<file path="config.mk">
export PLATFORM = sky130hd
export DESIGN_NAME = dcache_line_adaptor
export DESIGN_NICKNAME = d
export VERILOG_FILES = /design/src/rtl/dcache_line_adaptor.sv
export SDC_FILE = /design/constraint.sdc
export NUM_CORES = 1
export LEC_CHECK = 0
export CORE_AREA = 2 2 281 283
export DETAILED_ROUTE_END_ITERATION = 6
export DIE_AREA = 0 0 283 285
export SLEW_MARGIN = 20
export SYNTH_ARGS = -nofsm -noshare
export SYNTH_HDL_FRONTEND = slang
export SYNTH_SLANG_ARGS = --single-unit
</file>
<file path="constraint.sdc">
create_clock -name clk -period 3.5 [get_ports clk]
set_input_delay 1.05 -clock clk [delete_from_list [all_inputs] [get_ports clk]]
set_output_delay 1.05 -clock clk [all_outputs]
set_load 0.005 [all_outputs]
</file>
<file path="src/rtl/dcache_line_adaptor.sv">
// dcache_line_adaptor: bridges single-cycle 256-bit cache line transfers to
// 4-beat 64-bit memory bursts. One refill or writeback is in flight at a time.
//
// Handshake: the cache raises read_i/write_i with address_i (and line_i for a
// writeback) and holds them until resp_o. They are sampled only in IDLE.
// On the memory side, read_o/write_o stay high for the whole burst. Each
// cycle with resp_i=1 completes exactly one beat: it is either burst_i data
// accepted (read) or burst_o data taken (write). After the last beat, resp_o
// pulses for one cycle. All outputs come from registers or state only.
module dcache_line_adaptor #(
  parameter int s_offset = 5,
  parameter int s_line   = 256,
  parameter int s_burst  = 64
) (
  input  logic              clk,
  input  logic              rst,
  input  logic [s_line-1:0] line_i,
  output logic [s_line-1:0] line_o,
  input  logic [31:0]       address_i,
  input  logic              read_i,
  input  logic              write_i,
  output logic              resp_o,
  input  logic [s_burst-1:0] burst_i,
  output logic [s_burst-1:0] burst_o,
  output logic [31:0]       address_o,
  output logic              read_o,
  output logic              write_o,
  input  logic              resp_i,
  output logic [1:0]        dbg_state_o
);

  localparam int num_beats = s_line / s_burst;
  localparam int cnt_w     = $clog2(num_beats);
  localparam logic [cnt_w-1:0] last_beat = cnt_w'(num_beats - 1);
  // Clears the line-offset bits so memory always sees a line-aligned address.
  localparam logic [31:0] addr_mask = ~((32'd1 << s_offset) - 32'd1);

  typedef enum logic [1:0] {
    IDLE  = 2'd0,
    READ  = 2'd1,
    WRITE = 2'd2,
    DONE  = 2'd3
  } state_t;

  state_t            r_state;
  state_t            w_state_next;
  logic [cnt_w-1:0]  r_cnt;
  logic [cnt_w-1:0]  w_cnt_next;
  logic [s_line-1:0] r_line;
  logic [s_line-1:0] r_wbuf;
  logic [31:0]       r_addr;
  logic              w_start;
  logic              w_take;

  // Next-state logic: writeback wins over refill; each resp_i moves one beat.
  always_comb begin
    w_state_next = r_state;
    w_cnt_next   = r_cnt;
    w_start      = 1'b0;
    w_take       = 1'b0;
    case (r_state)
      IDLE: begin
        if (write_i) begin
          w_state_next = WRITE;
          w_start      = 1'b1;
          w_cnt_next   = '0;
        end else if (read_i) begin
          w_state_next = READ;
          w_start      = 1'b1;
          w_cnt_next   = '0;
        end
      end
      READ, WRITE: begin
        if (resp_i) begin
          w_take     = 1'b1;
          w_cnt_next = r_cnt + 1'b1;
          if (r_cnt == last_beat) begin
            w_state_next = DONE;
          end
        end
      end
      DONE: begin
        w_state_next = IDLE;
      end
      default: begin
        w_state_next = IDLE;
      end
    endcase
  end

  // State and beat counter registers.
  always_ff @(posedge clk or negedge rst) begin
    if (!rst) begin
      r_state <= IDLE;
      r_cnt   <= '0;
    end else begin
      r_state <= w_state_next;
      r_cnt   <= w_cnt_next;
    end
  end

  // Request capture and refill assembly; beat 0 lands in the low bits.
  always_ff @(posedge clk or negedge rst) begin
    if (!rst) begin
      r_addr <= '0;
      r_wbuf <= '0;
      r_line <= '0;
    end else begin
      if (w_start) begin
        r_addr <= address_i & addr_mask;
        if (write_i) begin
          r_wbuf <= line_i;
        end
      end
      if (w_take && (r_state == READ)) begin
        r_line[int'(r_cnt) * s_burst +: s_burst] <= burst_i;
      end
    end
  end

  assign read_o      = (r_state == READ);
  assign write_o     = (r_state == WRITE);
  assign resp_o      = (r_state == DONE);
  assign burst_o     = (r_state == WRITE) ? r_wbuf[int'(r_cnt) * s_burst +: s_burst] : '0;
  assign address_o   = r_addr;
  assign line_o      = r_line;
  assign dbg_state_o = r_state;

endmodule

</file>
### After elaboration in Yosys (flattened, before gate mapping)

Index checks and enable logic that the tools add are counted.

| storage, ports and cells | value |
|---|---|
| register bits after elaboration | 543 |

| operators by class | value |
|---|---|
| eq/ne operators | 7 |
| $add $sub $neg | 2 |
| shift-type cells | 3 |
| mux-type cells | 16 |
| reduce and logical (&&, ||, !) cells | 7 |

Operators by type and width:

| kind | number |
|---|---|
| $bwmux 256 | 1 |
| $shift 64x33->256 const A | 1 |
| $shiftx 256x9->64 | 1 |
| $shiftx 64x33->256 | 1 |
| $mux 64 | 1 |
| $neg 8->33 | 1 |
| $mux 2 | 7 |
| $eq 2x2->1 const B | 3 |
| $pmux 2 s3 | 1 |
| $reduce_and 3->1 | 2 |
| $mux 1 | 5 |
| $ne 2x2->1 const B | 2 |
| $pmux 2 s2 | 1 |
| $ne 3x3->1 const B | 1 |
| $add 2x1->2 const B | 1 |
| $eq 2x1->1 const B | 1 |
| $logic_not 2->1 | 1 |
| $reduce_and 2->1 | 1 |
| $reduce_bool 2->1 | 1 |
| $reduce_or 2->1 | 1 |
| $logic_and 1x1->1 | 1 |

### Longest topological paths before layout

| logic depth | value |
|---|---|
| word-level depth | 4 |
| mapped depth | 8 |
| depth with buffers taken out | 5 |

### Worst setup path after synthesis

No wires, ideal clock.

| timing | value |
|---|---|
| kind | flip-flop to output port |
| from | register r_cnt[0] |
| to | output burst_o[46] |
| path buffers | 3 |
| data arrival time | 1558 ps |
| stages on the path, launching flop included | 6 |
| data required time | 2450 ps |
| slack | 892 ps |
| cells stage by stage | dfrtp_1 -> buf_4 -> buf_6 -> buf_6 -> mux4_2 -> and2_1 |

| on the way | value |
|---|---|
| word-level cells in the longest chain between the ends | 2 |

RTL lines:

| item | RTL line | RTL |
|---|---|---|
| start: declaration | 47 | `logic [cnt_w-1:0] r_cnt;` |
| start signal: assignment | 98 | `r_cnt <= w_cnt_next;` |
| $shiftx 256x9->64 | 124 | `assign burst_o = (r_state == WRITE) ? r_wbuf[int'(r_cnt) * s_burst +: s_burst] : '0;` |
| $mux 64 | 124 |  |
| end: declaration | 24 | `output logic [s_burst-1:0] burst_o,` |

Every way passes these cells.

### Worst setup path after layout

| timing | value |
|---|---|
| from | register r_cnt[0] |
| to | output burst_o[31] |

Same word-level chain as after synthesis.

==> results <==
- The run finished with clean final reports.
- The net total in the final layout is roughly 2500.
- Of the total synthesized cell area, the portion taken by XOR and XNOR cells is 0.
- The clock period could shrink to 3440 ps.
- The clock arrives with about 18 ps of skew.
- The final wirelength is around 73 mm.
- The type of the worst setup path is flip-flop to output port.
- Final hold analysis gives a worst-case slack of between 300 and 400 ps.
- The headroom to the max-slew limit is 0.367.
- The achievable frequency is between 200 and 300 MHz.
- In this run the static leakage power is about 0.014 uW.
- In this run, the number of DRC markers left after iteration 0 of detailed routing was 713.
- Setup repair after global routing could not meet its margin everywhere.
- The setup-violating endpoint count in the final report is 0.
- The die is approximately 290 um tall.
- Clock tree synthesis inserted a total of 61 buffers.
- Synthesis produced 1368 cells.
- The post-synthesis compound-gate area fraction is 0.107.
- The number of cells in the finished layout apart from fillers is 3222.
- For this design the ratio of total power to cell area is 807 mW/mm2.
- The die width is roughly 280 um.
- The tree is rooted in a sky130_fd_sc_hd__clkbuf_16.
- The number of hold buffers added after cts is 0.
- At the worst endpoint, the required time is between 2000 and 2500 ps.
- The clock reaches the later pin of the worst-skew pair after 600 ps.
- The library cell used most frequently in the layout, excluding fill and tap cells, is sky130_fd_sc_hd__clkdlybuf4s50_1.
- Of the total synthesized cell area, the portion taken by AND, OR, NAND and NOR gates is 0.0280.
- After synthesis, the largest family of logic cells by area is multiplexers.
- The share of the Yosys chip area taken by registers is 0.618.
- The slew at the pin closest to its max-slew limit is 950 ps.
- The number of vias per cell after detailed routing is 4.78.
- The initial antenna violation count is 18.
- For this run, design rule violations remaining after detail routing come to 0.
- The number of buffers on the longest clock path is 3.
- After clock tree synthesis, the clock-pin slew on the worst setup and hold paths is 60 ps.
- The via count is 15400.
- The count of H-tree levels built during CTS is 2.
- The number of nets with antenna violations after detailed routing is 0.
- The worst ir drop on vdd is around 0.46 mV.
- The first global-routing pass estimated 110 mm of wire.
- Of the total synthesized cell area, the portion taken by full adders, half adders and majority gates is 0.00626.
- The worst setup path is captured at an output port.
- The number of max-slew violations in the final report is 0.
- STA classifies the critical path startpoint as a flip-flop.
- The maximum fanout count along the critical path is 7.
- Entering global routing, the biggest net connects 92 pins.
- The die area is 0.0807 mm2.
- Measured against the total synthesized area, the mux share comes to 0.212.
- The total routing resource utilization after global routing is 0.176.
- The layout overhead on the synthesized area is 50.5%.
- The min-delay analysis places its worst path in the category input pin to asynchronous set/reset pin.
- The count of yosys warnings during synthesis is 0.
- In the layout the commonest cells are 638 x sky130_fd_sc_hd__clkdlybuf4s50_1, 541 x sky130_fd_sc_hd__dfrtp_1, 283 x sky130_fd_sc_hd__mux2_2.
- The number of top-level design ports is 714.
- The number of placed instances, taps included, is 3072.
- The number of flip-flops and latches in the synthesized netlist is 543.
- The cell area that synthesis handed to floorplanning was 0.0220 mm2.
- The share of the clock period used by the worst path after layout is 0.982.
- After synthesis, the mean cell area works out to 16.1 um2.
- TritonCTS built the clock tree.
- The arrival time of data at the critical path endpoint is approximately 2400 ps.
- In the final layout, the share of cells above drive strength 1 is 0.307.
- Measured on the finished design, the core utilization comes to 0.424.
- After layout, the design draws a total of between 20000 and 30000 uW.
- After floorplanning, the core was sized to cover ~0.08 mm2.
- The pre-antenna-repair detailed-routing pass consisted of 4 iterations.
- Across the run, the number of max-cap violations was 0.
- The count of port buffers added during placement is roughly 700.
- Summed over all nets, the half-perimeter wirelength after detailed placement is 50.9 mm.
- The site row count is 103.
- The number of global-route vias before repair came to 16900.
- The number of distinct library cells after synthesis is 31.
- The initial utilization of the core area, before any placement, comes to 0.282.
- After detailed routing, the average wire length per cell comes to between 20 and 25 um.
- At the end of routability-driven placement, the weighted congestion stood at 0.830.
- The TritonCTS sink count is 543.
- The count of final hold-check violations came to 0.
- After global routing the overflow that remains totals 0.
worst max-delay path, stage by stage (launching register included):
cell                      delay [ps]
sky130_fd_sc_hd__dfrtp_4         500
sky130_fd_sc_hd__buf_12          150
sky130_fd_sc_hd__buf_16          140
sky130_fd_sc_hd__buf_12          150
sky130_fd_sc_hd__buf_8           120
sky130_fd_sc_hd__mux4_2          420
sky130_fd_sc_hd__and2_4          170
sky130_fd_sc_hd__buf_6           110
flip-flops by register name, indices dropped and copies added (netlist names):
register     flops
dbg_state_o      2
address_o       27
line_o         256
r_cnt            2
r_wbuf         256
layout make-up:
cell class / instances / area (um2)
Fill cell: 7078 / 44900
Sequential cell: 543 / 13600
Timing Repair Buffer: 791 / 8110
Multi-Input combinational cell: 718 / 7890
Clock buffer: 86 / 1810
Tap cell: 1050 / 1310
Clock inverter: 24 / 338
Inverter: 4 / 15.0
Antenna cell: 6 / 15.0
timing repair:
item | in CTS | in global routing
setup buffers | 26 | 6
cloned | 5 | 0
pin swaps | 4 | 0
resized for setup | 176 | 45
setup endpoints to repair | 64 | 35
path summary, 6_finish.rpt:
path                            depth (start not counted)   startpoint  slack, ps     endpoint
worst min-delay path                                    1          rst        370   line_o[50]
min in group clk                                        1  r_wbuf[222]        500  r_wbuf[222]
worst max-delay path                                    7     r_cnt[0]         60  burst_o[31]
max in group asynchronous                               3          rst       2120  r_wbuf[246]
worst max register to register                         10     r_cnt[0]        630   line_o[61]
worst min register to register                          1  r_wbuf[222]        500  r_wbuf[222]
per-stage QoR:
| stage | instance area [um2] | setup slack [ps] | setup TNS (ps) |
|---|---|---|---|
| floorplan | 22000 | 892 | 0 |
| global placement | 30500 | 389 | 0 |
| detailed placement | 30500 | 372 | 0 |
| CTS | 33000 | -123 | -554 |
| global route | 33100 | -16.4 | -52.7 |
| finish | 33100 | 61.4 | 0 |
logic make-up (layout without fill, tap and decap cells):
kind of cell             Yosys count  count (layout)
AO/OA/AOI/OAI                    263             263
buffers and inverters            111             905
adder cells (fa/ha/maj)           11              11
AND/OR/NAND/NOR                   89              89
other                              1              11
multiplexers                     350             350
flip-flops                       543             543
routing by layer:
layer  global-route usage  vias to the layer above  part of all wire  routed length, um
met5                    0                        -            0.0020                148
li1                     -                     6637                 -                  -
met3               0.0574                      128             0.080               5770
met4               0.0511                       22             0.029               2120
met2                0.306                      603              0.50              36400
met1                0.207                     8024              0.39              28100
synthesized netlist by cell type, drive strengths merged:
library cell / n / area share
nor3b: 1 / 0.00034
conb: 1 / 0.00017
nor4b: 1 / 0.0011
o31ai: 1 / 0.00034
nand3: 5 / 0.0011
nor4: 4 / 0.0039
clkbuf: 40 / 0.0068
nor2b: 1 / 0.00028
inv: 4 / 0.00068
a22o: 256 / 0.11
and2: 64 / 0.018
o21ai: 4 / 0.0011
nand2: 9 / 0.0017
mux2i: 3 / 0.0014
nor3: 1 / 0.00046
o311ai: 1 / 0.00040
dfrtp: 543 / 0.62
ha: 11 / 0.0063
buf: 67 / 0.021
mux4: 64 / 0.066
nor2: 2 / 0.00034
a21oi: 1 / 0.00023
mux2: 283 / 0.14
nand2b: 1 / 0.00063
power by group:
| part | leakage, uW | internal (uW) | switching (uW) | total, uW |
|---|---|---|---|---|
| Clock | 0.00107 | 4170 | 2610 | 6780 |
| Combinational | 0.00625 | 6380 | 3530 | 9910 |
| Sequential | 0.00694 | 8700 | 1310 | 10000 |
| Total | 0.0143 | 19300 | 7450 | 26700 |
Note: power is estimated with default switching activity, not from simulation.
